<file path="src/rtl/mcu_playlist_if.sv">
// Bus between the button front-end / player chain and the playlist controller.
// Every input is a one-cycle event pulse (no ready: each asserted cycle is one event); outputs are registered.
interface mcu_playlist_if #(
  parameter int SONG_BITS = 2
);
  logic                 play_button;
  logic                 next_button;
  logic                 prev_button;
  logic                 song_done;
  logic                 jump_valid;
  logic [SONG_BITS-1:0] jump_song;
  logic [1:0]           mode;
  logic                 play;
  logic                 reset_player;
  logic [SONG_BITS-1:0] song;

  modport master (
    output play_button, next_button, prev_button, song_done,
    output jump_valid, jump_song, mode,
    input  play, reset_player, song
  );

  modport slave (
    input  play_button, next_button, prev_button, song_done,
    input  jump_valid, jump_song, mode,
    output play, reset_player, song
  );
endinterface

</file>
<file path="src/rtl/mcu_playlist.sv">
// Playlist control unit: current song index, play/pause state and a restart
// pulse for the player, with prioritised jump/next/prev/song_done/play events.
module mcu_playlist #(
  parameter int NUM_SONGS = 4,
  parameter int SONG_BITS = 2
) (
  input  logic          clk,
  input  logic          reset,
  mcu_playlist_if.slave bus
);
  localparam logic [SONG_BITS-1:0] LAST  = SONG_BITS'(NUM_SONGS - 1);
  // One extra bit so NUM_SONGS itself is representable (e.g. 256 songs, 8-bit index).
  localparam logic [SONG_BITS:0]   COUNT = (SONG_BITS + 1)'(NUM_SONGS);

  typedef enum logic {PAUSED = 1'b0, PLAYING = 1'b1} state_t;

  state_t               state_q, state_d;
  logic [SONG_BITS-1:0] song_q, song_d;
  logic                 rp_q, rp_d;
  logic                 jump_ok;
  logic [SONG_BITS-1:0] song_inc, song_dec;

  assign jump_ok  = bus.jump_valid && ({1'b0, bus.jump_song} < COUNT);
  assign song_inc = (song_q == LAST) ? '0 : song_q + SONG_BITS'(1);
  assign song_dec = (song_q == '0) ? LAST : song_q - SONG_BITS'(1);

  always_ff @(posedge clk) begin
    if (reset) begin
      state_q <= PAUSED;
      song_q  <= '0;
      rp_q    <= 1'b1;
    end else begin
      state_q <= state_d;
      song_q  <= song_d;
      rp_q    <= rp_d;
    end
  end

  // Exactly one event per cycle; lower-priority simultaneous events are dropped.
  always_comb begin
    state_d = state_q;
    song_d  = song_q;
    rp_d    = 1'b0;
    if (jump_ok) begin
      song_d = bus.jump_song;
      rp_d   = 1'b1;
    end else if (bus.next_button) begin
      song_d = song_inc;
      rp_d   = 1'b1;
    end else if (bus.prev_button) begin
      song_d = song_dec;
      rp_d   = 1'b1;
    end else if (bus.song_done && (state_q == PLAYING)) begin
      rp_d = 1'b1;
      case (bus.mode)
        2'd1: song_d = song_q;
        2'd2: begin
          if (song_q == LAST) begin
            song_d  = '0;
            state_d = PAUSED;
          end else begin
            song_d = song_inc;
          end
        end
        default: song_d = song_inc;
      endcase
    end else if (bus.play_button) begin
      state_d = (state_q == PLAYING) ? PAUSED : PLAYING;
    end
  end

  assign bus.play         = (state_q == PLAYING);
  assign bus.song         = song_q;
  assign bus.reset_player = rp_q;
endmodule

</file>
<file path="src/flat_wrapper.sv">
// flat-port wrapper written by rule: the top's interface ports become plain ports
module mcu_playlist_flat 
#(
  parameter int NUM_SONGS = 4,
  parameter int SONG_BITS = 2
)
  (clk, reset, bus_play_button, bus_next_button, bus_prev_button, bus_song_done, bus_jump_valid, bus_jump_song, bus_mode, bus_play, bus_reset_player, bus_song);
  mcu_playlist_if #(.SONG_BITS(SONG_BITS)) bus_i ();
  input  logic clk;
  input  logic reset;
  input wire logic [$bits(bus_i.play_button)-1:0] bus_play_button;
  input wire logic [$bits(bus_i.next_button)-1:0] bus_next_button;
  input wire logic [$bits(bus_i.prev_button)-1:0] bus_prev_button;
  input wire logic [$bits(bus_i.song_done)-1:0] bus_song_done;
  input wire logic [$bits(bus_i.jump_valid)-1:0] bus_jump_valid;
  input wire logic [$bits(bus_i.jump_song)-1:0] bus_jump_song;
  input wire logic [$bits(bus_i.mode)-1:0] bus_mode;
  output wire logic [$bits(bus_i.play)-1:0] bus_play;
  output wire logic [$bits(bus_i.reset_player)-1:0] bus_reset_player;
  output wire logic [$bits(bus_i.song)-1:0] bus_song;
  assign bus_i.play_button = bus_play_button;
  assign bus_i.next_button = bus_next_button;
  assign bus_i.prev_button = bus_prev_button;
  assign bus_i.song_done = bus_song_done;
  assign bus_i.jump_valid = bus_jump_valid;
  assign bus_i.jump_song = bus_jump_song;
  assign bus_i.mode = bus_mode;
  assign bus_play = bus_i.play;
  assign bus_reset_player = bus_i.reset_player;
  assign bus_song = bus_i.song;
  mcu_playlist #(.NUM_SONGS(NUM_SONGS), .SONG_BITS(SONG_BITS)) u_core (.clk(clk), .reset(reset), .bus(bus_i));
endmodule
</file>
<file path="config.mk">
export PLATFORM = sky130hd
export DESIGN_NAME = mcu_playlist_flat
export DESIGN_NICKNAME = d
export VERILOG_FILES = /design/src/rtl/mcu_playlist_if.sv /design/src/rtl/mcu_playlist.sv /design/src/flat_wrapper.sv
export SDC_FILE = /design/constraint.sdc
export NUM_CORES = 1
export LEC_CHECK = 0
export CAP_MARGIN = 10
export CORE_AREA = 2 2 39 41
export DETAILED_ROUTE_END_ITERATION = 10
export DIE_AREA = 0 0 41 43
export PLACE_DENSITY = 0.42
export SLEW_MARGIN = 20
export SYNTH_ARGS = -nofsm -noshare
export SYNTH_HDL_FRONTEND = slang
export SYNTH_SLANG_ARGS = --single-unit
</file>
<file path="constraint.sdc">
create_clock -name clk -period 1.51 [get_ports clk]
set_clock_uncertainty 0.05 [all_clocks]
set_input_delay 0.302 -clock clk [delete_from_list [all_inputs] [get_ports clk]]
set_output_delay 0.302 -clock clk [all_outputs]
set_load 0.01 [all_outputs]
</file>
# Word-level counts from Yosys, hierarchy flattened
# Cells that the tools add are included.
[word_totals]
word_cells = 35
output_inout_bits = 4
register_bits = 4
[op_classes]
n_addsub = 2
bitwise_logic = 3
reduce_logical = 7
muxes = 14
eq_ne = 6
[ops]
columns = ["cell", "count"]
rows = [
  ["$mux W2", 7],
  ["$mux W1", 6],
  ["$reduce_and A6 Y1", 1],
  ["$eq A2 B2 Y1 const B", 2],
  ["$ne A2 B2 Y1 const B", 2],
  ["$ne A4 B4 Y1 const B", 1],
  ["$pmux W2 S2", 1],
  ["$reduce_bool A4 Y1", 1],
  ["$reduce_or A4 Y1", 1],
  ["$not A1 Y1", 3],
  ["$add A2 B1 Y2 const B", 1],
  ["$eq A2 B1 Y1 const B", 1],
  ["$logic_not A2 Y1", 1],
  ["$reduce_and A2 Y1", 1],
  ["$reduce_bool A2 Y1", 1],
  ["$sub A2 B1 Y2 const B", 1],
  ["$logic_and A1 B1 Y1", 1],
]

# Logic depth before layout (Yosys ltp)
# Gate-level depths: netlist of the first run.
[depth]
ltp_word = 8
depth_mapped = 4

# Worst setup path before layout of the first run
# No wires, ideal clock.
[synth_path]
path_type = "register to register"
from = "register u_core.song_q[0] (netlist: u_core.bus.song[0])"
to = "register u_core.song_q[1] (netlist: u_core.bus.song[1])"
setup_slack_ns = 0.349
path_buffers = 0
t_arrival_ns = 0.991
stages_incl_launch_ff = 5
period_less_slack_ns = 1.161
required_time_ns = 1.340
cell_sequence = "dfxtp_1 ha_1 xnor2_1 o211ai_1 a21oi_1"
[synth_via]
elab_chain_len = 8
[synth_lines]
columns = ["item", "line_no", "source"]
rows = [
  ["start: declaration", "mcu_playlist.sv:18", "logic [SONG_BITS-1:0] song_q, song_d;"],
  ["start signal: assignment", "mcu_playlist.sv:34", "song_q <= song_d;"],
  ["$add A2 B1 Y2 / $eq A2 B2 Y1 (equally long branches)", "mcu_playlist.sv:24, mcu_playlist.sv:58", ""],
  ["$mux W2", "mcu_playlist.sv:24", "assign song_inc = (song_q == LAST) ? '0 : song_q + SONG_BITS'(1);"],
  ["$mux W2", "mcu_playlist.sv:58", "if (song_q == LAST) begin"],
  ["$pmux W2 S2", "mcu_playlist.sv:55", "case (bus.mode)"],
  ["$mux W2", "mcu_playlist.sv:53", "end else if (bus.song_done && (state_q == PLAYING)) begin"],
  ["$mux W2", "mcu_playlist.sv:50", "end else if (bus.prev_button) begin"],
  ["$mux W2 *", "mcu_playlist.sv:47", "end else if (bus.next_button) begin"],
  ["$mux W2 *", "mcu_playlist.sv:44", "if (jump_ok) begin"],
]
# Mark *: on every way between the ends. The rest lies on a longest branch, timed or not. The select of a mux whose other input is x is not followed.
# A chain may end at the register's enable or synchronous reset.

# Worst setup path in the final report of the first run
[layout_path]
from = "register u_core.rp_q (netlist: u_core.bus.reset_player)"
to = "output bus_reset_player"
[layout_lines]
columns = ["item", "line_no", "source"]
rows = [
  ["start: declaration", "mcu_playlist.sv:19", "logic rp_q, rp_d;"],
  ["start signal: assignment", "mcu_playlist.sv:35", "rp_q <= rp_d;"],
  ["end: declaration", "flat_wrapper.sv:19", "output wire logic [$bits(bus_i.reset_player)-1:0] bus_reset_player;"],
]
# No word-level cell between the ends.

==> results by group, run 1 <==
Route
  – DR vias/cell: 4.02
  – DRT Pass-1 Iters: 4
  – Post-route DRC: 0
  – Final WL: 539 microns
  – DR iter-0 viols: 3
  – DR WL/cell: 8.56 microns
  – Via Count: 253
  – Post-DRT Antenna Nets: 0

Placed design
  – IO Port Bufs: 14
  – GPL Wtd Cong: 0.685
  – Post-Place Cell Area: 424 sq um

STA
  – FMAX: 0.716 GHz
  – Max-slew headroom: 83.9%
  – Final TNS setup: 0 ps
  – Hold Fails Final Rpt: 0
  – Measured slew at the worst slew-check pin: 238 ps
  – Fin crit period: 1400 ps
  – Final setup violation count: 0
  – Max Slew Vio Count: 0
  – Final Cycle Share: 92.5%
  – Min Hold Slack: 431 ps
  – RSZ-0062 raised after global routing: no

Clock network
  – CTS clk-pin slew, worst paths: 40 ps
  – Sink Count: 4
  – CTS Buf Count: 3
  – Root Buffer: clkbuf_4
  – Clk_lat worst skew: 230 ps
  – Postcts setup bufs: 0
  – Clock Path Buffers: 2
  – Hold Buf Count CTS: 0
  – H-tree depth: 1
  – CTS tree: yes

Global routing
  – Antenna violations before repair: 0
  – Largest net degree at the start of global routing: 5
  – GRT Util Overall: 7.72%
  – Vias in the first global route: 275
  – First-pass GRT wire length: 966 microns
  – Grt ovf: 0

Floorplan
  – Die height: 43 microns
  – Floorplan core area: 1380 sq um
  – # rows: 14
  – Die area: 1760 sq um
  – Initial core utilization: 16.9%
  – Die width: 41 microns
  – I/O pin count: 15

Pwr
  – Pwr Total: 0.000334 W
  – P per Cell Area: 748 nW/um^2
  – Maximum vdd ir drop: 124 uV
  – LEAKAGE: 0.190 nW

Setup path
  – CP required: 1160 ps
  – WS Path Type: flop to primary output
  – Slowest cell delay on critical path: 520 ps
  – Startpoint Class: flop
  – Top delay family on crit path: buffers and inverters
  – CP max-delay cell: clkdlybuf4s50_1
  – Worst Path Buf+Inv: 1
  – Worst Path Arrival: 1050 ps
  – Crit Path Max Fanout: 1
  – Crit-path cells: clkdlybuf4s50_1
  – Crit. End Element: primary output

Logic synthesis
  – Flops & latches, synth: 4
  – Syn Std Cell Area: 234 sq um
  – Post-synth cell types: 18
  – Post-Syn Nets: 38
  – Synth Warn #: 0
  – Avg Inst Size Synth: 9.00 sq um
  – Post-synthesis sequential area ratio: 34.2%
  – Cells after Synth: 26

Run
  – Max-cap violation count: 0

Finish
  – Antenna diode count: 0
  – Area grow syn2layout: 90.9%
  – Nets: 61
  – Design area: 447 sq um
  – Layout cell share with drive strength beyond 1: 19.1%

Min path
  – Min-delay worst type: flop to flop

Status
  – Status: finished, final reports clean
==> placed cells by master (no fill, tap or decap), types with 2 or more instances in the layout <==
master,count
a211oi_1,2
a21oi_1,2
buf_4,4
clkbuf_4,3
clkdlybuf4s50_1,11
dfxtp_1,4
dlygate4sd2_1,2
nand2_1,2
nand2b_1,2
o21ai_0,2
==> state kept, by name, indices dropped and copies added, names as in the netlist <==
name                     flops
u_core.bus.play              1
u_core.bus.reset_player      1
u_core.bus.song              2
==> through the flow <==
stage                     util, %  setup WS, ps  std cells
after floorplan                 -           349         26
after global placement       30.7          -120         60
after detailed placement     30.7          -128         60
after CTS                    32.1          2.80         63
after global routing         32.3          42.3         63
final                        32.3           113         63
==> final cells by class <==
class | instances | area (sq um)
clock buffer | 3 | 22.5
fill | 154 | 937
inverter | 1 | 3.75
multi-input combinational | 21 | 150
sequential | 4 | 80.1
tap | 16 | 20.0
timing repair buffer | 18 | 170
==> where the power goes <==
part           internal, W  switching [W]
sequential        0.000113     0.00000603
clock            0.0000888      0.0000415
combinational    0.0000546      0.0000300
total             0.000257      0.0000776
==> metal layers <==
layer | wire (microns) | vias to the layer above | track usage, %
li1 | - | 141 | -
met1 | 213 | 106 | 8.63
met2 | 298 | 6 | 12.8
met3 | 26 | 0 | 0
met4 | 0 | 0 | 6.00
met5 | 0 | - | 0
==> path summary, 6_finish.rpt <==
path	start	to	slack, ps	cells past startpoint
setup / recovery	u_core.bus.reset_player$_SDFF_PP1_	bus_reset_player	110	1
hold / removal	u_core.bus.song[1]$_SDFFE_PP0P_	u_core.bus.song[1]$_SDFFE_PP0P_	430	2
setup reg to reg	u_core.bus.song[0]$_SDFFE_PP0P_	u_core.bus.song[1]$_SDFFE_PP0P_	340	4
hold reg to reg	u_core.bus.song[1]$_SDFFE_PP0P_	u_core.bus.song[1]$_SDFFE_PP0P_	430	2
==> cells by family after synthesis <==
family                   Yosys count  synth area share (%)
XOR/XNOR                           1                  3.74
buffers and inverters              1                  1.60
AO/OA/AOI/OAI                      9                  25.1
flip-flops                         4                  34.2
AND/OR/NAND/NOR                   10                  29.9
adder cells (fa/ha/maj)            1                  5.35
==> cells in the mapped netlist <==
cell      instances  area [sq um]
o21ai_0           2          10.0
a311oi_1          1          8.76
a21oi_1           2          10.0
ha_1              1          12.5
dfxtp_1           4          80.1
nand2_1           2          7.51
o211ai_1          1          7.51
nor2_1            1          3.75
and2b_2           1          8.76
o21a_1            1          7.51
nand4b_1          1          8.76
nand3b_1          1          7.51
nor3_1            1          5.00
nor3_4            1          16.3
xnor2_1           1          8.76
nand2b_1          2          12.5
a211oi_1          2          15.0
inv_1             1          3.75
==> timing repair <==
item,in CTS,in global routing
pin swaps,0,0
gates resized for setup,2,1
endpoints found under the setup margin,2,1
Note: power is estimated with default switching activity, not from simulation.
==> run 2: changes to the inputs <==
--- a/config.mk
+++ b/config.mk
@@ -9,7 +9,8 @@
 export CORE_AREA = 2 2 39 41
 export DETAILED_ROUTE_END_ITERATION = 10
 export DIE_AREA = 0 0 41 43
-export PLACE_DENSITY = 0.42
+export DONT_BUFFER_PORTS = 1
+export PLACE_DENSITY = 0.3
 export SLEW_MARGIN = 20
 export SYNTH_ARGS = -nofsm -noshare
 export SYNTH_HDL_FRONTEND = slang
==> run 2 against run 1 <==
Against the previous run: via count is 17% lower; critical path depth up 3; hold slack worse by 340 ps; setup slack improved by 170 ps; largest power group unchanged; first-iteration DRC count increased by 67%.
==> results by group, run 2 (synthesized netlist as in run 1, its figures left out) <==
Status
  – Status: finished, final reports clean (unchanged)

Clock network
  – Clock Path Buffers: 2 (unchanged)
  – CTS tree: yes (unchanged)
  – Hold Buf Count CTS: 0 (unchanged)
  – CTS clk-pin slew, worst paths: 40 ps (about the same)
  – CTS Buf Count: 3 (unchanged)
  – Root Buffer: clkbuf_4 (unchanged)
  – PostCTS Resize Cnt: 0 (was 2)
  – H-tree depth: 1 (unchanged)
  – Postcts setup bufs: 0 (unchanged)
  – Sink Count: 4 (unchanged)
  – Clk_lat worst skew: 230 ps (about the same)

STA
  – Hold Fails Final Rpt: 0 (unchanged)
  – Final Cycle Share: 81.0% (was 92.5%)
  – Final TNS setup: 0 ps (unchanged)
  – Final setup violation count: 0 (unchanged)
  – RSZ-0062 raised after global routing: no (unchanged)
  – Max Slew Vio Count: 0 (unchanged)
  – Measured slew at the worst slew-check pin: 235 ps (was 238 ps)
  – Fin crit period: 1220 ps (was 1400 ps)
  – Max-slew headroom: 84.1% (was 83.9%)
  – FMAX: 0.817 GHz (was 0.716 GHz)

Finish
  – Filler Cell Count: 157 (was 154)
  – Sequential Area: 80.1 sq um (unchanged)
  – Area grow syn2layout: 21.4% (was 90.9%)
  – Multi-input logic area: 150 sq um (unchanged)
  – Nets: 44 (was 61)
  – Antenna diode count: 0 (unchanged)
  – Design area: 284 sq um (was 447 sq um)
  – Most frequent cells in the layout: dfxtp_1, clkbuf_4 (was clkdlybuf4s50_1, buf_4, dfxtp_1)
  – Final std cells w/o fill: 46 (was 63)
  – Layout cell share with drive strength beyond 1: 20.0% (was 19.1%)
  – Max FFs per register: 2 (unchanged)
  – Most common cell after layout, fill and taps aside: dfxtp_1 (was clkdlybuf4s50_1)

Pwr
  – Maximum vdd ir drop: 185 uV (was 124 uV)
  – LEAKAGE: 0.101 nW (was 0.190 nW)
  – P per Cell Area: 1030 nW/um^2 (was 748 nW/um^2)

Global routing
  – Vias in the first global route: 209 (was 275)
  – Antenna violations before repair: 0 (unchanged)
  – GRT Util Overall: 7.31% (was 7.72%)
  – Largest net degree at the start of global routing: 6 (was 5)
  – Grt ovf: 0 (unchanged)
  – First-pass GRT wire length: 814 microns (was 966 microns)

Setup path
  – WS Path Type: flop to flop (was flop to primary output)
  – Crit. End Element: flop (was primary output)
  – Crit Path Max Fanout: 3 (was 1)
  – Startpoint Class: flop (unchanged)
  – CP required: 1570 ps (was 1160 ps)
  – Worst Reg-to-Reg Cells: 4 (unchanged)
  – Worst Setup SP: u_core.bus.song[1]$_SDFFE_PP0P_ (was u_core.bus.reset_player$_SDFF_PP1_)
  – R2R Path Start: u_core.bus.song[1]$_SDFFE_PP0P_ (was u_core.bus.song[0]$_SDFFE_PP0P_)
  – Worst Path Arrival: 1290 ps (was 1050 ps)

Placed design
  – Placed Cells: 43 (was 60)
  – Final HPWL DP: 479 microns
  – Post-Place Cell Area: 262 sq um (was 424 sq um)
  – IO Port Bufs: 0 (was 14)
  – GPL Wtd Cong: 0.741 (was 0.685)

Route
  – DR vias/cell: 4.54 (was 4.02)
  – Via Count: 209 (was 253)
  – Post-route DRC: 0 (unchanged)
  – Final WL: 528 microns (was 539 microns)
  – DR iter-0 viols: 5 (was 3)
  – DRT Pass-1 Iters: 2 (was 4)
  – Post-DRT Antenna Nets: 0 (unchanged)
  – DR WL/cell: 11.5 microns (was 8.56 microns)

Floorplan
  – I/O pin count: 15 (unchanged)
  – Initial core utilization: 16.9% (unchanged)
  – # rows: 14 (unchanged)
  – Floorplan core area: 1380 sq um (unchanged)
  – Die width: 41 microns (unchanged)
  – Die height: 43 microns (unchanged)
  – Die area: 1760 sq um (unchanged)

Min path
  – Hold path cells: 1 (was 2)
  – Hold_sp: reset (was u_core.bus.song[1]$_SDFFE_PP0P_)
  – Min-delay worst type: input port to flop (was flop to flop)

Run
  – Max-cap violation count: 0 (unchanged)
-- run 2: changes by cell type in the layout (fill, tap and decap cells not counted), sizes merged --
cell,delta
buf,-3
dlymetal6s2s,-1
dlygate4sd2,-2
clkdlybuf4s50,-11
-- run 2: worst paths after layout --
path	to	slack, ps
max reg2reg	u_core.bus.song[1]$_SDFFE_PP0P_	290
max	u_core.bus.song[1]$_SDFFE_PP0P_	290
min reg2reg	u_core.bus.song[1]$_SDFFE_PP0P_	480
min	u_core.bus.play$_SDFFE_PP0P_	90
-- run 2: report_power, final --
group          switching (W)  internal (W)
Combinational      0.0000181     0.0000227
Sequential        0.00000770      0.000113
Clock              0.0000410     0.0000887
Total              0.0000667      0.000225
-- run 2: critical path: stages, from the launching register on --
cell	delay, ps
dfxtp_1	400
ha_1	280
xnor2_1	130
o211ai_1	160
a21oi_1	90
-- run 2: final cells by class --
type,instances,share of cell area (%)
tap,16,7.05
clock buffer,3,7.93
sequential,4,28.2
inverter,1,1.32
timing repair buffer,1,2.64
multi-input combinational,21,52.9
-- run 2: through the flow --
step	util (%)	setup WS (ps)	hold WS (ps)	total power (W)
4_1_cts	20.5	273	78.2	0.000301
3_5_place_dp	18.9	265	327	0.000165
6_report	20.5	286	88.4	0.000292
2_1_floorplan	-	349	321	0.000153
5_1_grt	20.5	208	82.4	0.000307
3_3_place_gp	18.9	274	333	0.000164
-- run 2: metal layers --
| layer | vias to the layer above | GRT usage, % | part of all wire, % |
|---|---|---|---|
| li1 | 107 | - | - |
| met1 | 91 | 6.71 | 36 |
| met2 | 11 | 10.0 | 48 |
| met3 | 0 | 5.76 | 16 |
| met4 | 0 | 6.00 | 0 |
| met5 | - | 0 | 0 |
==> run 3: changes to the inputs <==
==> constraint.sdc (replaced) <==
create_clock -name clk -period 1.1 [get_ports clk]
set_clock_uncertainty 0.05 [all_clocks]
set_input_delay 0.22 -clock clk [delete_from_list [all_inputs] [get_ports clk]]
set_output_delay 0.22 -clock clk [all_outputs]
set_load 0.01 [all_outputs]
==> run 3 against run 2 <==
Against the previous run: the flow now finishes with violations (setup timing); clock power rose by 39%; routed wire length rose by 19%; die area did not move; maximum frequency rose by 9.9%; non-clock buffer count rose by 5; highest routed layer unchanged; core utilization rose by 4.8 points; sequential share of layout area fell by 4.3 points.
==> results by group, run 3 (synthesized netlist as in run 1, its figures left out) <==
Status
  – Status: finished, violations left (was finished, final reports clean)
  – Failing checks: setup timing

Setup path
  – Crit. End Element: flop (unchanged)
  – WS Path Type: flop to flop (unchanged)
  – Crit-path cells: ha_4 -> xnor2_1 -> o211ai_1 -> a21oi_1 (was ha_1 -> xnor2_1 -> o211ai_1 -> a21oi_1)
  – Crit Path Max Fanout: 2 (was 3)
  – Worst Path Arrival: 1180 ps (was 1290 ps)
  – R2R Path Start: u_core.bus.song[0]$_SDFFE_PP0P_ (was u_core.bus.song[1]$_SDFFE_PP0P_)
  – Worst Path Buf+Inv: 0 (unchanged)
  – Worst Setup SP: u_core.bus.song[0]$_SDFFE_PP0P_ (was u_core.bus.song[1]$_SDFFE_PP0P_)
  – Top delay family on crit path: flip-flops (unchanged)
  – Slowest cell delay on critical path: 330 ps (was 400 ps)
  – Startpoint Class: flop (unchanged)
  – CP max-delay cell: dfxtp_2 (was dfxtp_1)
  – CP required: 1160 ps (was 1570 ps)

Floorplan
  – Floorplan core area: 1380 sq um (unchanged)
  – Die width: 41 microns (unchanged)
  – Die height: 43 microns (unchanged)
  – Die area: 1760 sq um (unchanged)
  – Initial core utilization: 16.9% (unchanged)
  – I/O pin count: 15 (unchanged)
  – # rows: 14 (unchanged)

STA
  – Measured slew at the worst slew-check pin: 209 ps (was 235 ps)
  – Max Slew Vio Count: 0 (unchanged)
  – Fin crit period: 1110 ps (was 1220 ps)
  – Hold Fails Final Rpt: 0 (unchanged)
  – Final setup violation count: 1 (was 0)
  – FMAX: 0.898 GHz (was 0.817 GHz)
  – Setup ws final: -13.8 ps (was 286 ps)
  – Max-slew headroom: 86.0% (was 84.1%)
  – Final Cycle Share: 101% (was 81.0%)
  – RSZ-0062 raised after global routing: yes (was no)

Global routing
  – Vias in the first global route: 250 (was 209)
  – GRT Util Overall: 8.53% (was 7.31%)
  – First-pass GRT wire length: 910 microns (was 814 microns)
  – Grt ovf: 0 (unchanged)
  – Largest net degree at the start of global routing: 6 (unchanged)
  – Antenna violations before repair: 0 (unchanged)

Clock network
  – H-tree depth: 1 (unchanged)
  – CTS Buf Count: 3 (unchanged)
  – CTS tree: yes (unchanged)
  – CTS clk-pin slew, worst paths: 40 ps (about the same)
  – Sink Count: 4 (unchanged)
  – Root Buffer: clkbuf_4 (unchanged)
  – Clk_lat worst skew: 230 ps (about the same)
  – Clock Path Buffers: 2 (unchanged)

Route
  – Via Count: 236 (was 209)
  – DR WL/cell: 12.3 microns (was 11.5 microns)
  – Post-route DRC: 0 (unchanged)
  – DR vias/cell: 4.63 (was 4.54)
  – Final WL: 627 microns (was 528 microns)
  – DRT Pass-1 Iters: 2 (unchanged)
  – DR iter-0 viols: 2 (was 5)
  – Post-DRT Antenna Nets: 0 (unchanged)

Placed design
  – IO Port Bufs: 0 (unchanged)
  – Post-Place Cell Area: 308 sq um (was 262 sq um)
  – Placed Cells: 47 (was 43)
  – GPL Wtd Cong: 0.626 (was 0.741)

Min path
  – Min-delay worst type: input port to flop (unchanged)
  – Hold_sp: reset (unchanged)

Finish
  – Filler Cell Count: 149 (was 157)
  – Multi-input logic area: 173 sq um (was 150 sq um)
  – Max FFs per register: 2 (unchanged)
  – Nets: 49 (was 44)
  – Most frequent cells in the layout: buf_4, clkbuf_4, dfxtp_2 (was dfxtp_1, clkbuf_4)
  – Most common cell after layout, fill and taps aside: buf_4 (was dfxtp_1)
  – Design area: 350 sq um (was 284 sq um)
  – Layout cell share with drive strength beyond 1: 45.7% (was 20.0%)
  – Area grow syn2layout: 49.7% (was 21.4%)
  – Final std cells w/o fill: 51 (was 46)
  – Sequential Area: 83.8 sq um (was 80.1 sq um)
  – Antenna diode count: 0 (unchanged)

Pwr
  – P per Cell Area: 1240 nW/um^2 (was 1030 nW/um^2)
  – Maximum vdd ir drop: 289 uV (was 185 uV)
  – LEAKAGE: 0.128 nW (was 0.101 nW)

Run
  – Max-cap violation count: 0 (unchanged)
run 3: cell types whose count changed in the layout (fill, tap and decap cells not counted), sizes merged:
| cell | delta |
|---|---|
| buf | +4 |
| dlygate4sd3 | +1 |
run 3: path summary, 6_finish.rpt:
check | endpoint | slack (ps) | cells past startpoint
setup / recovery | u_core.bus.song[1]$_SDFFE_PP0P_ | -10 | 4
hold / removal | u_core.bus.reset_player$_SDFF_PP1_ | 50 | 1
setup reg to reg | u_core.bus.song[1]$_SDFFE_PP0P_ | -10 | 4
hold reg to reg | u_core.bus.reset_player$_SDFF_PP1_ | 480 | 2
run 3: per-stage QoR:
step	total power, W	hold slack [ps]	TNS [ps]	util (%)	worst slack, ps
floorplan	0.000219	232	0	-	12.2
global placement	0.000249	238	-34.2	22.2	-34.2
detailed placement	0.000248	243	-17.7	22.2	-17.7
CTS	0.000440	54.0	-24.0	24.6	-24.0
global route	0.000465	42.7	-72.9	25.3	-46.2
finish	0.000434	55.0	-13.8	25.3	-13.8
run 3: worst register-to-register path, stage by stage (launching register included):
cell and delay (ps):
dfxtp_2 330, ha_4 230, xnor2_1 110, o211ai_1 180
a21oi_1 90
run 3: what timing repair did:
| item | CTS | global route |
|---|---|---|
| hold buffers | 1 | 0 |
| endpoints found under the setup margin | 1 | 3 |
| hold endpoints to repair | 3 | 0 |
| pin swaps | 0 | 2 |
| buffers inserted | 0 | 0 |
| gates resized for setup | 0 | 4 |
run 3: layer usage:
layer / vias up / GRT usage, % / routed length, microns
li1: 116 / - / -
met1: 110 / 5.77 / 220
met2: 10 / 14.7 / 338
met3: 0 / 5.76 / 68
met4: 0 / 6.00 / 0
met5: - / 0 / 0
run 3: where the power goes:
group	total (W)	internal [W]	switching [W]
Clock	0.000181	0.000122	0.0000589
Combinational	0.0000862	0.0000501	0.0000361
Sequential	0.000167	0.000157	0.00000909
Total	0.000434	0.000329	0.000104
run 3: cell type report:
class	count	share of cell area [%]
Sequential cell	4	23.9
Timing Repair Buffer	6	13.6
Inverter	1	1.07
Clock buffer	3	6.43
Multi-Input combinational cell	21	49.3
Tap cell	16	5.71
